$ cat config.mk
export PLATFORM = sky130hd
export DESIGN_NAME = hi_simulate_multimode
export DESIGN_NICKNAME = d
export VERILOG_FILES = /design/src/rtl/hi_simulate_multimode.sv
export SDC_FILE = /design/constraint.sdc
export NUM_CORES = 1
export LEC_CHECK = 0
export ABC_AREA = 1
export ABC_CLOCK_PERIOD_IN_PS = 1600
export CAP_MARGIN = 20
export CELL_PAD_IN_SITES_DETAIL_PLACEMENT = 1
export CELL_PAD_IN_SITES_GLOBAL_PLACEMENT = 1
export CORE_MARGIN = 10
export CORE_UTILIZATION = 35
export CTS_CLUSTER_SIZE = 30
export DETAILED_ROUTE_END_ITERATION = 6
export GPL_ROUTABILITY_DRIVEN = 0
export GPL_TIMING_DRIVEN = 0
export HOLD_SLACK_MARGIN = 0.05
export PLACE_DENSITY = 0.76
export SETUP_SLACK_MARGIN = 0.05
export SYNTH_ARGS = -nofsm -noshare
export SYNTH_HDL_FRONTEND = slang
export SYNTH_SLANG_ARGS = --single-unit
$ cat constraint.sdc
create_clock -name ck_1356meg -period 1.6 [get_ports ck_1356meg]
set_input_delay 0.16 -clock ck_1356meg [delete_from_list [all_inputs] [get_ports ck_1356meg]]
set_output_delay 0.16 -clock ck_1356meg [all_outputs]
set_load 0.05 [all_outputs]
$ cat src/rtl/hi_simulate_multimode.sv
// HF tag-emulator front end: ADC hysteresis comparator streamed to the ARM over SSP, and
// antenna load modulation from an ARM bitstream in BPSK / 212k / 424k / Manchester subcarrier modes.
module hi_simulate_multimode #(
  parameter int ADC_W      = 8,
  parameter int DIV_W      = 9,
  parameter int FRAME_BITS = 8,
  parameter int HYST_HI    = 224,
  parameter int HYST_LO    = 31
) (
  input  logic             ck_1356meg,
  input  logic             rst,
  input  logic [ADC_W-1:0] adc_d,
  output logic             adc_clk,
  input  logic [2:0]       mod_type,
  input  logic             ssp_dout,
  output logic             ssp_clk,
  output logic             ssp_frame,
  output logic             ssp_din,
  output logic             pwr_hi,
  output logic             pwr_lo,
  output logic             pwr_oe1,
  output logic             pwr_oe2,
  output logic             pwr_oe3,
  output logic             pwr_oe4,
  output logic             dbg
);

  localparam logic [2:0] MODE_NO_MOD     = 3'd0;
  localparam logic [2:0] MODE_BPSK       = 3'd1;
  localparam logic [2:0] MODE_212K       = 3'd2;
  localparam logic [2:0] MODE_MANCHESTER = 3'd3;
  localparam logic [2:0] MODE_424K       = 3'd4;
  localparam logic [2:0] MODE_424K_8BIT  = 3'd5;

  localparam logic [ADC_W-1:0] THR_HI   = ADC_W'(HYST_HI);
  localparam logic [ADC_W-1:0] THR_LO   = ADC_W'(HYST_LO);
  localparam logic [3:0]       LAST_BIT = 4'(FRAME_BITS - 1);

  logic [DIV_W-1:0] div;
  logic [3:0]       bitcnt;
  logic [2:0]       mode_q;
  logic [3:0]       k;
  logic             hyst;
  logic             tx_bit;
  logic             mod_out;
  logic             mod_next;
  logic             strobe;
  logic             mode_chg;

  // Bit period is 2^(k+1) carrier clocks.
  always_comb begin
    k = 4'd4;
    case (mode_q)
      MODE_212K:       k = 4'd5;
      MODE_424K_8BIT:  k = 4'd7;
      MODE_MANCHESTER: k = 4'd6;
      default:         k = 4'd4;
    endcase
  end

  // Bit boundary: the cycle in which ssp_clk is about to rise.
  assign strobe   = ~ssp_clk & ~div[k];
  assign mode_chg = (mod_type != mode_q);

  always_comb begin
    mod_next = 1'b0;
    case (mode_q)
      MODE_NO_MOD:               mod_next = 1'b0;
      MODE_BPSK:                 mod_next = tx_bit ^ div[3];
      MODE_212K:                 mod_next = tx_bit & div[5];
      MODE_424K, MODE_424K_8BIT: mod_next = tx_bit & div[4];
      // Logic 1 carries the 847 kHz burst in the first half-bit, logic 0 in the second.
      MODE_MANCHESTER:           mod_next = div[3] & (tx_bit ? ~div[6] : div[6]);
      default:                   mod_next = 1'b0;
    endcase
  end

  always_ff @(posedge ck_1356meg) begin
    if (rst) begin
      div       <= '0;
      bitcnt    <= '0;
      hyst      <= 1'b0;
      tx_bit    <= 1'b0;
      ssp_clk   <= 1'b0;
      ssp_frame <= 1'b0;
      ssp_din   <= 1'b0;
      mod_out   <= 1'b0;
      // Absorb the mode now so releasing reset does not look like a mode change.
      mode_q    <= mod_type;
    end else begin
      mode_q <= mod_type;

      if (adc_d >= THR_HI)
        hyst <= 1'b1;
      else if (adc_d <= THR_LO)
        hyst <= 1'b0;

      if (mode_chg) begin
        div       <= '0;
        bitcnt    <= '0;
        ssp_clk   <= 1'b0;
        tx_bit    <= 1'b0;
        ssp_frame <= 1'b0;
        mod_out   <= 1'b0;
      end else begin
        div     <= div + DIV_W'(1);
        ssp_clk <= ~div[k];
        mod_out <= mod_next;
        if (strobe) begin
          ssp_din   <= hyst;
          tx_bit    <= ssp_dout;
          bitcnt    <= (bitcnt == LAST_BIT) ? 4'd0 : bitcnt + 4'd1;
          ssp_frame <= (bitcnt == LAST_BIT);
        end
      end
    end
  end

  assign adc_clk = ck_1356meg;
  assign pwr_oe1 = mod_out;
  assign pwr_oe4 = mod_out;
  assign pwr_hi  = 1'b0;
  assign pwr_lo  = 1'b0;
  assign pwr_oe2 = 1'b0;
  assign pwr_oe3 = 1'b0;
  assign dbg     = ssp_frame;

endmodule
After elaboration in Yosys (flattened, before gate mapping)
Cells that the tools add are included.
Operators by class
  $add $sub $neg: 2
  order comparisons: 3
  equal/unequal tests: 7
  mux-type cells: 8
  bitwise operators: 9
  reductions and logical operators: 4
Operators by type and width (number)
  $add A9 B1 Y9 const B: 1
  $ge A8 B8 Y1 const B: 1
  $le A8 B5 Y1 const B: 1
  $eq A3 B2 Y1 const B: 2
  $eq A3 B3 Y1 const B: 2
  $pmux W2 S3: 1
  $lt A4 B5 Y1 const B: 1
  $add A4 B1 Y4 const B: 1
  $and A1 B1 Y1: 4
  $bmux W1 S4: 1
  $eq A4 B3 Y1 const B: 1
  $mux W1: 4
  $mux W4: 1
  $not A1 Y1: 4
  $pmux W1 S4: 1
  $reduce_or A2 Y1: 2
  $eq A3 B1 Y1 const B: 1
  $ne A3 B3 Y1: 1
  $reduce_and A2 Y1: 1
  $reduce_bool A2 Y1: 1
  $xor A1 B1 Y1: 1
Storage, ports and cells
  flip-flop bits (word level): 22
  input bits: 14
  output and inout bits: 11
  logic and storage cells: 42

Logic depth before layout (Yosys ltp)
Gate-level depths: netlist of the first run.
  depth in word-level cells: 7
  gate-level depth with buffers: 10
  depth with buffers taken out: 10

==> results of run 1 <==
sequential cells by signal (all words and copies together) (netlist names):
register  flops
pwr_oe1       1
bitcnt        4
ssp_clk       1
hyst          1
div           8
ssp_din       1
tx_bit        1
mode_q        3
dbg           1
worst max-delay path, cell delays in order (launching register included):
cell and delay [ns]:
dfxtp_1 0.34, buf_4 0.10, clkdlybuf4s15_1 0.48
cells by family (layout without fill, tap and decap cells):
| logic type | count (synthesis) | count (layout) | share of synthesized area [%] |
|---|---|---|---|
| AND/OR/NAND/NOR | 59 | 59 | 28.9 |
| buffers and inverters | 24 | 47 | 11.8 |
| flip-flops | 21 | 21 | 39.6 |
| AO/OA/AOI/OAI | 17 | 17 | 10.5 |
| XOR/XNOR | 8 | 8 | 6.60 |
| adder cells (fa/ha/maj) | 2 | 2 | 2.36 |
| other | 1 | 4 | 0.353 |
cell type report:
cell class	instances	area [µm²]
Sequential cell	21	424
Multi-Input combinational cell	90	528
Buffer	8	63.8
Timing Repair Buffer	15	141
Inverter	16	61.3
Tap cell	31	38.8
Fill cell	357	1520
Clock buffer	8	56.3
cells in the mapped netlist:
library cell   n
a21oi_1        3
a21oi_2        4
a31oi_1        1
buf_4          7
buf_6          1
clkinv_2       1
conb_1         1
dfxtp_1       21
ha_1           2
inv_1         11
inv_2          4
nand2_1       19
nand2_2        1
nand2_4        2
nand3_1        9
nand3_2        4
nand4_1        2
nor2_1        12
nor2_2         7
nor3_1         2
nor3_2         1
o2111ai_1      1
o21ai_0        3
o21ai_1        3
o31ai_1        1
o32ai_1        1
xnor2_1        1
xor2_1         7
worst paths after layout:
check              start        end  slack, ns  cells past startpoint
max              pwr_oe1    pwr_oe4       0.09                      2
min          mod_type[1]  mode_q[1]       0.20                      1
max reg2reg    mode_q[0]    pwr_oe1       0.19                      5
min reg2reg         hyst       hyst       0.47                      2
power breakdown:
part,switching (W),internal (W)
logic,0.0000943,0.0000564
clock network,0.000309,0.000243
registers,0.0000134,0.000536
total,0.000416,0.000835
layer usage:
metal | up-vias | track usage [%] | part of all wire [%]
li1 | 467 | - | -
met1 | 431 | 11.2 | 48
met2 | 20 | 15.8 | 44
met3 | 5 | 4.60 | 5.5
met4 | 0 | 8.40 | 2.5
met5 | - | 0 | 0
timing repair:
item                                    in CTS  in global routing
buffers inserted                             0                  1
hold endpoints to repair                     0                  0
endpoints found under the setup margin       7                 13
gates resized for setup                     11                  6
pin swaps                                    0                  1
metrics by stage:
step | instance area, µm² | total power (W) | util [%] | instances | TNS (ns)
6_report | 1310 | 0.00125 | 46.4 | 189 | 0
5_1_grt | 1310 | 0.00133 | 46.4 | 189 | 0
4_1_cts | 1310 | 0.00127 | 46.1 | 188 | 0
3_5_place_dp | 1260 | 0.000890 | 44.6 | 181 | -0.610
3_3_place_gp | 1260 | 0.000883 | 44.6 | 181 | -0.153
2_1_floorplan | 1070 | 0.000798 | - | 135 | 0
==> metrics.md, run 1 <==
| Metric | Value |
|---|---|
| Slew margin rel. | 65.8% |
| Area delta synth->final | 23.7% |
| Dpl ws | -0.146 ns |
| Hold/Removal Path Class | in -> reg |
| Syn_area_per_cell | 8.05 µm² |
| Critical path class | reg -> out |
| CTS tree | built |
| Worst path required time | approximately 1.4 ns |
| Pwr Density | around 950 nW/µm² |
| Final Slew Violations | 0 |
| Period minus WS final | around 1.5 ns |
| Arr. time, crit path | 1.35 ns |
| # setup viols final | 0 |
| Number of synthesized register bits | 21 |
| Wirelength per Cell | 13.4 µm |
| Dpl hpwl | 2.02 mm |
| Final wirelength | 2.53 mm |
| CTS clk-pin slew, worst paths | 0.12 ns |
| Layout cell share with drive strength beyond 1 | 28.5% |
| Peak VDD IR | 0.000636 V |
| Yosys top cell area share | a little under 40% |
| Starting Density | 37.5% |
| Skew-Pair Late Insertion Delay | approximately 0.43 ns |
| Grt ovf | 0 |
| Synth cell types | 28 |
| Hold Buf Count CTS | 0 |
| Fmax | 661 MHz |
| Ant diodes | 0 |
| Die area | 5640 µm² |
| Status | completed |
| I/O pins | 25 |
| First-pass GRT wire length | approximately 4.4 mm |
| Die height | 75.1 µm |
| Sequential fraction of the synthesis area | 39.6% |
| Pin count of the biggest net entering global routing | 12 |
| Commonest non-fill, non-tap cell in the layout | nand2_1 |
| Total vias in the final route | 923 |
| Total Nets Final | approximately 180 |
| DR DRC count | 0 |
| Initial antenna violation count | 0 |
| Antenna-violating nets left | 0 |
| Unrepaired setup endpoints after global routing | no |
| Clk_skew | 0.00442 ns |
| Initial DRT Pass Iterations | 3 |
| Final Hold Vio Count | 0 |
| Vias per inst | 4.88 |
| Max-cap violations | 0 |
| 1st-iter DRT viols | 61 |
| GRT Total Usage | 10.5% |
| Syn Inst Count | 132 |
| Vias in the first global route | about 1000 |
| Crit Path Max Fanout | 2 |
| Buffers on Ports | 15 |
| Synth Cell Area | 1060 µm² |
| Worst-Margin Slew | 0.515 ns |
| Row cnt | 19 |
| Worst setup margin | 0.0882 ns |
| Synth area leader | dfxtp_1 |
| CP Capture Type | primary output |
| Core ar. | 2830 µm² |
| Die X-Extent | roughly 75 µm |
| Hold slack | 0.204 ns |
| YS warnings | 0 |
| Leak | 0.568 nW |
| Worst setup SP type | register |
| Final Cycle Share | a little over nine tenths |
| Most frequent cells in the layout | nand2_1, dfxtp_1, nor2_1 |
| Top cells by area, synth | dfxtp_1, nand2_1, xor2_1 |
(Power assumes the default switching activity.)
==> run 2: changes to the inputs <==
--- a/config.mk
+++ b/config.mk
@@ -6,18 +6,18 @@
 export NUM_CORES = 1
 export LEC_CHECK = 0
 export ABC_AREA = 1
-export ABC_CLOCK_PERIOD_IN_PS = 1600
+export ABC_CLOCK_PERIOD_IN_PS = 1950
 export CAP_MARGIN = 20
-export CELL_PAD_IN_SITES_DETAIL_PLACEMENT = 1
+export CELL_PAD_IN_SITES_DETAIL_PLACEMENT = 0
 export CELL_PAD_IN_SITES_GLOBAL_PLACEMENT = 1
 export CORE_MARGIN = 10
-export CORE_UTILIZATION = 35
+export CORE_UTILIZATION = 38
 export CTS_CLUSTER_SIZE = 30
 export DETAILED_ROUTE_END_ITERATION = 6
 export GPL_ROUTABILITY_DRIVEN = 0
 export GPL_TIMING_DRIVEN = 0
 export HOLD_SLACK_MARGIN = 0.05
-export PLACE_DENSITY = 0.76
+export PLACE_DENSITY = 0.82
 export SETUP_SLACK_MARGIN = 0.05
 export SYNTH_ARGS = -nofsm -noshare
 export SYNTH_HDL_FRONTEND = slang
==> constraint.sdc (replaced) <==
create_clock -name ck_1356meg -period 1.95 [get_ports ck_1356meg]
set_input_delay 0.195 -clock ck_1356meg [delete_from_list [all_inputs] [get_ports ck_1356meg]]
set_output_delay 0.195 -clock ck_1356meg [all_outputs]
set_load 0.05 [all_outputs]
==> metrics.md, run 2 (synthesis gave the netlist of run 1 again) <==
| Metric | Value |
|---|---|
| Status | completed |
| Pwr Density | 773 nW/µm² (-19%) |
| Tot Pwr | 0.00102 W (-19%) |
| Post-CTS Setup Bufs | 0 (unchanged) |
| Critical path class | clk -> out |
| Fillcell total | 277 (-22%) |
| Starting Density | 39.2% (+1.6 points) |
| Worst setup startpoint | ck_1356meg |
| Dpl hpwl | 1.65 mm (-18%) |
| Grt ovf | 0 (unchanged) |
| Vias per inst | 4.60 (-5.8%) |
| Final wirelength | 2.09 mm (-17%) |
| Reg with most FFs | div |
| Max reg flops | 8 (unchanged) |
| Total Nets Final | 174 (-0.57%) |
| Die X-Extent | 72.9 µm (-3.0%) |
| Final Hold Vio Count | 0 (unchanged) |
| # setup viols final | 0 (unchanged) |
| Crit Path Max Fanout | 2 (unchanged) |
| Buffers on Ports | 15 (unchanged) |
| 1st-iter DRT viols | 37 (-39%) |
| CP Capture Type | primary output |
| Flop2flop setup slack | 0.53 ns (+0.34 ns) |
| Initial DRT Pass Iterations | 4 (+1) |
| Leak | 0.572 nW (+0.73%) |
| Antenna-violating nets left | 0 (unchanged) |
| Worst setup SP type | clock port |
| Ant diodes | 0 (unchanged) |
| Worst-Margin Slew | 0.510 ns (-0.00576 ns) |
| Die area | 5310 µm² (-5.8%) |
| Die height | 72.9 µm (-3.0%) |
| Layout Utilization | 48.6% (+2.2 points) |
| Most frequent cells in the layout | dfxtp_1, nand2_1, nor2_1, clkdlybuf4s50_1, inv_1 |
| GRT Total Usage | 9.64% (-0.83 points) |
| DR DRC count | 0 (unchanged) |
| Pin count of the biggest net entering global routing | 14 (+2) |
| Biggest regs | div: 8 flops, bitcnt: 4 flops, mode_q: 3 flops |
| Row cnt | 19 (unchanged) |
| Skew-Pair Late Insertion Delay | 0.42 ns (about the same) |
| CTS clk-pin slew, worst paths | 0.12 ns (about the same) |
| Core ar. | 2710 µm² (-4.2%) |
| CTS tree | built |
| Initial antenna violation count | 0 (unchanged) |
| Hold slack | 0.262 ns (+0.0578 ns) |
| Clk_skew | 0.00956 ns (+0.00515 ns) |
| Unrepaired setup endpoints after global routing | no |
| Vias in the first global route | 925 (-12%) |
| First-pass GRT wire length | 3.97 mm (-11%) |
| Arr. time, crit path | 1.64 ns (+0.29 ns) |
| Slew margin rel. | 66.0% (+0.19 points) |
| Total vias in the final route | 865 (-6.3%) |
| Peak VDD IR | 0.000921 V (+45%) |
| Layout cell share with drive strength beyond 1 | 25.5% (-3.0 points) |
| Wirelength per Cell | 11.1 µm (-17%) |
| Commonest non-fill, non-tap cell in the layout | dfxtp_1 |
| Worst path required time | 1.75 ns (+0.31 ns) |
| Max-cap violations | 0 (unchanged) |
| Worst R2R End | pwr_oe1 |
| Worst-case reg-to-reg path depth | 5 (unchanged) |
| Reg-to-Reg Start | mode_q[1] |
| I/O pins | 25 (unchanged) |
| Area delta synth->final | 24.0% |
| Hold/Removal Path Class | in -> reg |
| Final Slew Violations | 0 (unchanged) |
| Crit path capture | adc_clk |
## run 2: critical path, cell delays in order
cell,delay [ns]
clkbuf_4,0.11
clkbuf_4,0.12
buf_4,0.12
clkdlybuf4s15_2,0.32
## run 2: worst min-delay path by stage
| stage | startpoint | end | slack [ns] | depth (start not counted) |
|---|---|---|---|---|
| floorplan | mod_type[0] | mode_q[0] | 0.22 | 0 |
| global placement | div[0] | div[0] | 0.44 | 1 |
| detailed placement | div[0] | div[0] | 0.45 | 1 |
| CTS | mod_type[0] | mode_q[0] | 0.25 | 1 |
| global route | mod_type[0] | mode_q[0] | 0.23 | 1 |
| finish | mod_type[0] | mode_q[0] | 0.26 | 1 |
## run 2: repair_timing
item / CTS / global route
setup endpoints to repair: 2 / 1
gates resized for setup: 4 / 1
hold buffers: 0 / 0
## run 2: layout make-up
class                           instances  area [µm²]  area share, %
Multi-Input combinational cell         90         528           40.1
Sequential cell                        21         420           31.9
Clock inverter                          1        7.51          0.570
Tap cell                               31        38.8           2.94
Timing Repair Buffer                   14         141           10.7
Clock buffer                            7        56.3           4.27
Inverter                               16        61.3           4.65
Buffer                                  8        63.8           4.84
## run 2: routing by layer
layer	up-vias	wire (µm)	track usage, %
met4	0	34	5.70
met5	-	0	0
met2	16	913	14.6
met1	373	989	10.1
li1	471	-	-
met3	5	151	5.58
## run 2: through the flow
step / setup TNS (ns) / cell area [µm²] / setup slack [ns] / cells
final: 0 / 1320 / 0.112 / 188
after global routing: 0 / 1320 / 0.0552 / 188
after CTS: 0 / 1320 / 0.0820 / 188
after detailed placement: -0.00553 / 1260 / -0.00553 / 181
after global placement: -0.00553 / 1260 / -0.00553 / 181
after floorplan: 0 / 1070 / 0.613 / 135
## run 2: where the power goes
| group | switching, W | total, W | internal [W] |
|---|---|---|---|
| registers | 0.0000109 | 0.000450 | 0.000439 |
| clock network | 0.000250 | 0.000449 | 0.000199 |
| logic | 0.0000745 | 0.000120 | 0.0000459 |
==> run 3: changes to the inputs <==
--- a/config.mk
+++ b/config.mk
@@ -12,6 +12,7 @@
 export CELL_PAD_IN_SITES_GLOBAL_PLACEMENT = 1
 export CORE_MARGIN = 10
 export CORE_UTILIZATION = 38
+export CTS_CLUSTER_DIAMETER = 80
 export CTS_CLUSTER_SIZE = 30
 export DETAILED_ROUTE_END_ITERATION = 6
 export GPL_ROUTABILITY_DRIVEN = 0
==> results of run 3 <==
Final layout, timing and power as in run 2 (identical DEF).
